===== src/rtl/regfile_wb_scheduler.sv =====
// Round-robin writeback arbiter for the single register-bank write port, plus a pending-write
// scoreboard that stalls issue on RAW/WAW hazards. Optional bypass: define REGFILE_WB_BYPASS_EN.
module regfile_wb_scheduler #(
  parameter int NREG = 32,
  parameter int AW   = 5,
  parameter int DW   = 32
) (
  input  logic          clock,
  input  logic          reset_n,
  input  logic          wb0_valid,
  input  logic [AW-1:0] wb0_addr,
  input  logic [DW-1:0] wb0_data,
  output logic          wb0_ready,
  input  logic          wb1_valid,
  input  logic [AW-1:0] wb1_addr,
  input  logic [DW-1:0] wb1_data,
  output logic          wb1_ready,
  output logic          rf_we,
  output logic [AW-1:0] rf_ain,
  output logic [DW-1:0] rf_din,
  input  logic          issue_valid,
  input  logic [AW-1:0] issue_rs,
  input  logic [AW-1:0] issue_ra,
  input  logic [AW-1:0] issue_rd,
  output logic          issue_stall
`ifdef REGFILE_WB_BYPASS_EN
  ,
  output logic          byp_rs,
  output logic          byp_ra
`endif
);

  logic            last_grant;  // index of the port granted most recently
  logic            grant0;
  logic            grant1;
  logic            accept;
  logic [AW-1:0]   sel_addr;
  logic [DW-1:0]   sel_data;
  logic            issue_fire;
  logic [NREG-1:0] pending;
  logic [NREG-1:0] pending_nxt;
  logic [NREG-1:0] live;

  // Grants depend only on the valids and history, never on the requester's own state.
  assign grant0    = wb0_valid & (~wb1_valid | last_grant);
  assign grant1    = wb1_valid & (~wb0_valid | ~last_grant);
  assign wb0_ready = grant0;
  assign wb1_ready = grant1;
  assign accept    = grant0 | grant1;
  assign sel_addr  = grant1 ? wb1_addr : wb0_addr;
  assign sel_data  = grant1 ? wb1_data : wb0_data;

`ifdef REGFILE_WB_BYPASS_EN
  // A write sitting on the bank port this cycle is forwarded, so its pending bit no longer blocks.
  assign live   = pending & ~({{(NREG-1){1'b0}}, rf_we} << rf_ain);
  assign byp_rs = rf_we & (rf_ain == issue_rs) & (issue_rs != '0);
  assign byp_ra = rf_we & (rf_ain == issue_ra) & (issue_ra != '0);
`else
  assign live   = pending;
`endif

  assign issue_stall = issue_valid & (live[issue_rs] | live[issue_ra] | live[issue_rd]);
  assign issue_fire  = issue_valid & ~issue_stall & (issue_rd != '0);

  // NOTE: every variable gets a default at the top of always_comb so no path can infer a latch.
  always_comb begin
    pending_nxt = pending;
    if (rf_we) pending_nxt[rf_ain] = 1'b0;
    // Set is applied after clear: a newer producer for the same register stays outstanding.
    if (issue_fire) pending_nxt[issue_rd] = 1'b1;
    pending_nxt[0] = 1'b0;
  end

  // NOTE: the bank-facing datapath is reset too, so rf_ain/rf_din read as 0 rather than X after reset.
  always_ff @(posedge clock or negedge reset_n) begin
    if (!reset_n) begin
      last_grant <= 1'b1;
      rf_we      <= 1'b0;
      rf_ain     <= '0;
      rf_din     <= '0;
      pending    <= '0;
    end else begin
      // NOTE: non-blocking assignments keep every flop sampling pre-edge values.
      pending <= pending_nxt;
      rf_we   <= accept & (sel_addr != '0);
      if (accept) begin
        last_grant <= grant1;
        rf_ain     <= sel_addr;
        rf_din     <= sel_data;
      end
    end
  end

endmodule


===== config.mk =====
export PLATFORM = sky130hd
export DESIGN_NAME = regfile_wb_scheduler
export DESIGN_NICKNAME = d
export VERILOG_FILES = /design/src/rtl/regfile_wb_scheduler.sv
export SDC_FILE = /design/constraint.sdc
export NUM_CORES = 1
export LEC_CHECK = 0
export BUFFER_PORTS_ARGS = -buffer_cell sky130_fd_sc_hd__buf_4
export CORE_ASPECT_RATIO = 0.7
export CORE_MARGIN = 4
export CORE_UTILIZATION = 30
export CTS_CLUSTER_DIAMETER = 50
export DETAILED_ROUTE_END_ITERATION = 7
export GPL_ROUTABILITY_DRIVEN = 1
export SETUP_SLACK_MARGIN = 0.02
export SYNTH_ARGS = -nofsm -noshare
export SYNTH_HDL_FRONTEND = slang
export SYNTH_SLANG_ARGS = --single-unit

===== constraint.sdc =====
create_clock -name clock -period 3.5 [get_ports clock]
set_input_delay 0 -clock clock [delete_from_list [all_inputs] [get_ports clock]]
set_output_delay 0 -clock clock [all_outputs]
set_load 0.005 [all_outputs]

==> metrics.md <==
| Metric | Value |
|---|---|
| I/O pin cnt | 135 |
| Area Growth Syn to Fin | 49.3% |
| CTS tree | yes |
| Sw power | 1.17 mW |
| DR iter-0 viols | 338 |
| Period utilization | 0.787 |
| Max-Cap Viols | 0 |
| WP data arrival | 2.76 ns |
| Maximum vdd drop | 0.000263 V |
| CTS Root Cell | clkbuf_16 |
| Layout cells sized above 1 | 0.269 |
| Initial antenna violation count | 0 |
| Cts bufs inserted | 9 |
| CP Max Fanout | 32 |
| Leak | 2.77 nW |
| Flops & latches, synth | 70 |
| Core Rows | 36 |
| Pwr Density | 554 nW/um^2 |
| Final Hold Fails | 0 |
| Clk sinks | 70 |
| Non-Filler Instances | 838 |
| Skew final | 0.00732 ns |
| Initial core utilization | 0.307 |
| Number of remaining DRC errors | 0 |
| Vias in the first global route | 4544 |
| WP data required | 3.50 ns |
| Vias | 4582 |
| Post-CTS Setup Inserts | 0 |
| Longest Clk Path Bufs | 2 |
| Most frequent cells in the layout | buf_4, dlygate4sd3_1, dfrtp_1 |
| R2R Path Start | last_grant |
| Final Setup Violations | 0 |
| Die area | 16200 sq um |
| Post-Syn Instances | 466 |
| Unrepaired setup endpoints after global routing | no |
| Reg area | 1750 sq um |
| EDFF count, synth | 0 |
| Sequential-to-total area share from yosys stat | 0.411 |
| Logic pwr share | 0.322 |
| Hold Path Class | primary input to flip-flop |
| ANT nets after route | 0 |
| Worst setup path class | flip-flop to primary output |
| CP Capture Type | primary output |
| Yosys Warn Count | 0 |
| Leading post-synthesis cells by cell area | dfrtp_1, mux2i_1, o22ai_1 |
| FF-to-FF path depth | 8 |
| CP Launch Type | flip-flop |
| Fmax | 0.363 GHz |
| Mapped Area | 4270 sq um |
| Die width | 151 um |
| Clock Latency Late Sink | 0.33 ns |
| # diodes | 0 |
| Hold Crit Depth | 3 |
| Worst setup endpoint | issue_stall |
| Routed wire length | 15200 um |
| Run status | finished, final reports clean |
| TNS Setup | 0 ns |
| Post-synth top flop | dfrtp_1 |
| Avg Synthesized Cell Area | 9.16 sq um |
| Flop pwr share | 0.378 |
| Core area | 13900 sq um |
| Max-slew violations | 0 |
| Largest net degree at the start of global routing | 97 |
| Most common cell after layout, fill and taps aside | buf_4 |
| Fillers | 1310 |
| GR Overflow Total | 0 |
| Slew @ Worst Pin | 1.11 ns |
| Final min period | 2.76 ns |
| Drt pass-1 iters | 7 |
| Asr flop ratio synth | 1.00 |
| Vias per cell | 5.47 |
| Die Y | 108 um |
| Switch share | 0.331 |
| Placed insts | 752 |
| R2R Path End | rf_din[23] |
| Clock share of power | 0.300 |
| Placement Setup Slack | 1.06 ns |
| First-pass GRT wire length | 24400 um |
| Yosys top cell area share | 0.404 |
| Reg-to-reg slack, setup | 0.85 ns |
| Area of the multi-input gates | 2170 sq um |
| Crit. Startpoint | live[6] |
| Cell taking the most area after synthesis | dfrtp_1 |
| Placer Congestion | 0.914 |
| CTS clk-pin slew, worst paths | 0.06 ns |
| Max-slew headroom | 0.256 |
| DR WL/cell | 18.1 um |
| Global-route usage over all layers | 0.190 |
| HPWL after detailed placement | 10300 um |
| Netlist cell types | 41 |
| IO buf count | 134 |
| Layout Nets | 737 |
| Syn_nets | 560 |
| Int Power | 2.36 mW |
| Final WS setup | 0.744 ns |
| CTS H-tree lvls | 3 |
-- timing repair --
item	in CTS	in global routing
gates resized for setup	0	0
hold buffers	70	0
hold endpoints to repair	108	0
-- per-layer routing --
layer / vias to the layer above / wire length, um / track usage
met4: 0 / 261 / 0.0505
met3: 24 / 1100 / 0.0446
met5: - / 0 / 0
met2: 203 / 6890 / 0.294
met1: 2249 / 6930 / 0.267
li1: 2106 / - / -
-- sequential cells by signal (all words and copies together) (netlist names) --
register,count
last_grant,1
live,31
rf_ain,5
rf_din,32
rf_we,1
-- worst min path at each step --
| stage | slack (ns) | from | to |
|---|---|---|---|
| floorplan | -0.30 | reset_n | live[10] |
| global placement | 0.19 | reset_n | live[26] |
| detailed placement | 0.21 | reset_n | live[30] |
| CTS | 0.004 | wb0_data[18] | rf_din[18] |
| global route | 0.03 | wb0_data[24] | rf_din[24] |
| finish | 0.004 | wb0_data[31] | rf_din[31] |
-- worst max-delay path, stage by stage, from the launching register on --
cell and delay, ns:
dfrtp_1 0.41, mux4_2 0.48, nor2b_1 0.13, a2111oi_0 0.07, a311oi_1 0.27, or4b_1 0.46
buf_4 0.26, and2_1 0.21, buf_4 0.13
-- power by group through the flow --
stage | Sequential, mW | Combinational (mW) | Clock (mW)
finish | 1.34 | 1.14 | 1.06
global route | 1.36 | 1.25 | 1.11
CTS | 1.32 | 1.13 | 1.08
detailed placement | 1.33 | 1.02 | 0
global placement | 1.32 | 1.00 | 0
floorplan | 1.22 | 0.706 | 0
-- kinds of logic (layout without fill, tap and decap cells) --
logic type	after synthesis	count (layout)	synth area share
DFF	70	70	0.411
muxes	42	42	0.128
and+or+nand+nor	88	88	0.108
AOI/OAI and AO/OA	187	187	0.271
buffers and inverters	79	261	0.0815
-- cell usage after synthesis (3+ instances only) --
cell and n:
nor2_1 35, dfrtp_1 69, buf_2 5, a31oi_1 33, a21oi_1 33, o22ai_1 40, nand3b_1 10, nor2b_1 7
o31ai_1 28, o31ai_2 3, buf_1 3, mux2i_1 30, nand3_1 6, or3b_2 5, clkbuf_1 27, mux4_2 10
buf_6 5, nor4_1 3, nand2_1 11, inv_1 36, o21ai_0 39
-- metrics by stage --
| step | utilization | total power [mW] | hold slack (ns) | cell area, sq um |
|---|---|---|---|---|
| floorplan | - | 1.92 | -0.296 | 4270 |
| global placement | 0.383 | 2.32 | 0.194 | 5330 |
| detailed placement | 0.383 | 2.35 | 0.210 | 5330 |
| CTS | 0.458 | 3.53 | 0.00404 | 6370 |
| global route | 0.458 | 3.72 | 0.0283 | 6370 |
| finish | 0.458 | 3.53 | 0.00444 | 6370 |
-- area by class of cell --
cell class | instances | area share
clock inverters | 6 | 0.0173
multi-input cells | 317 | 0.340
flip-flops and latches | 70 | 0.275
well taps | 190 | 0.0373
repair buffers | 208 | 0.272
clock buffers | 10 | 0.0359
inverters | 37 | 0.0218
Power figures use the tool's default switching activity.
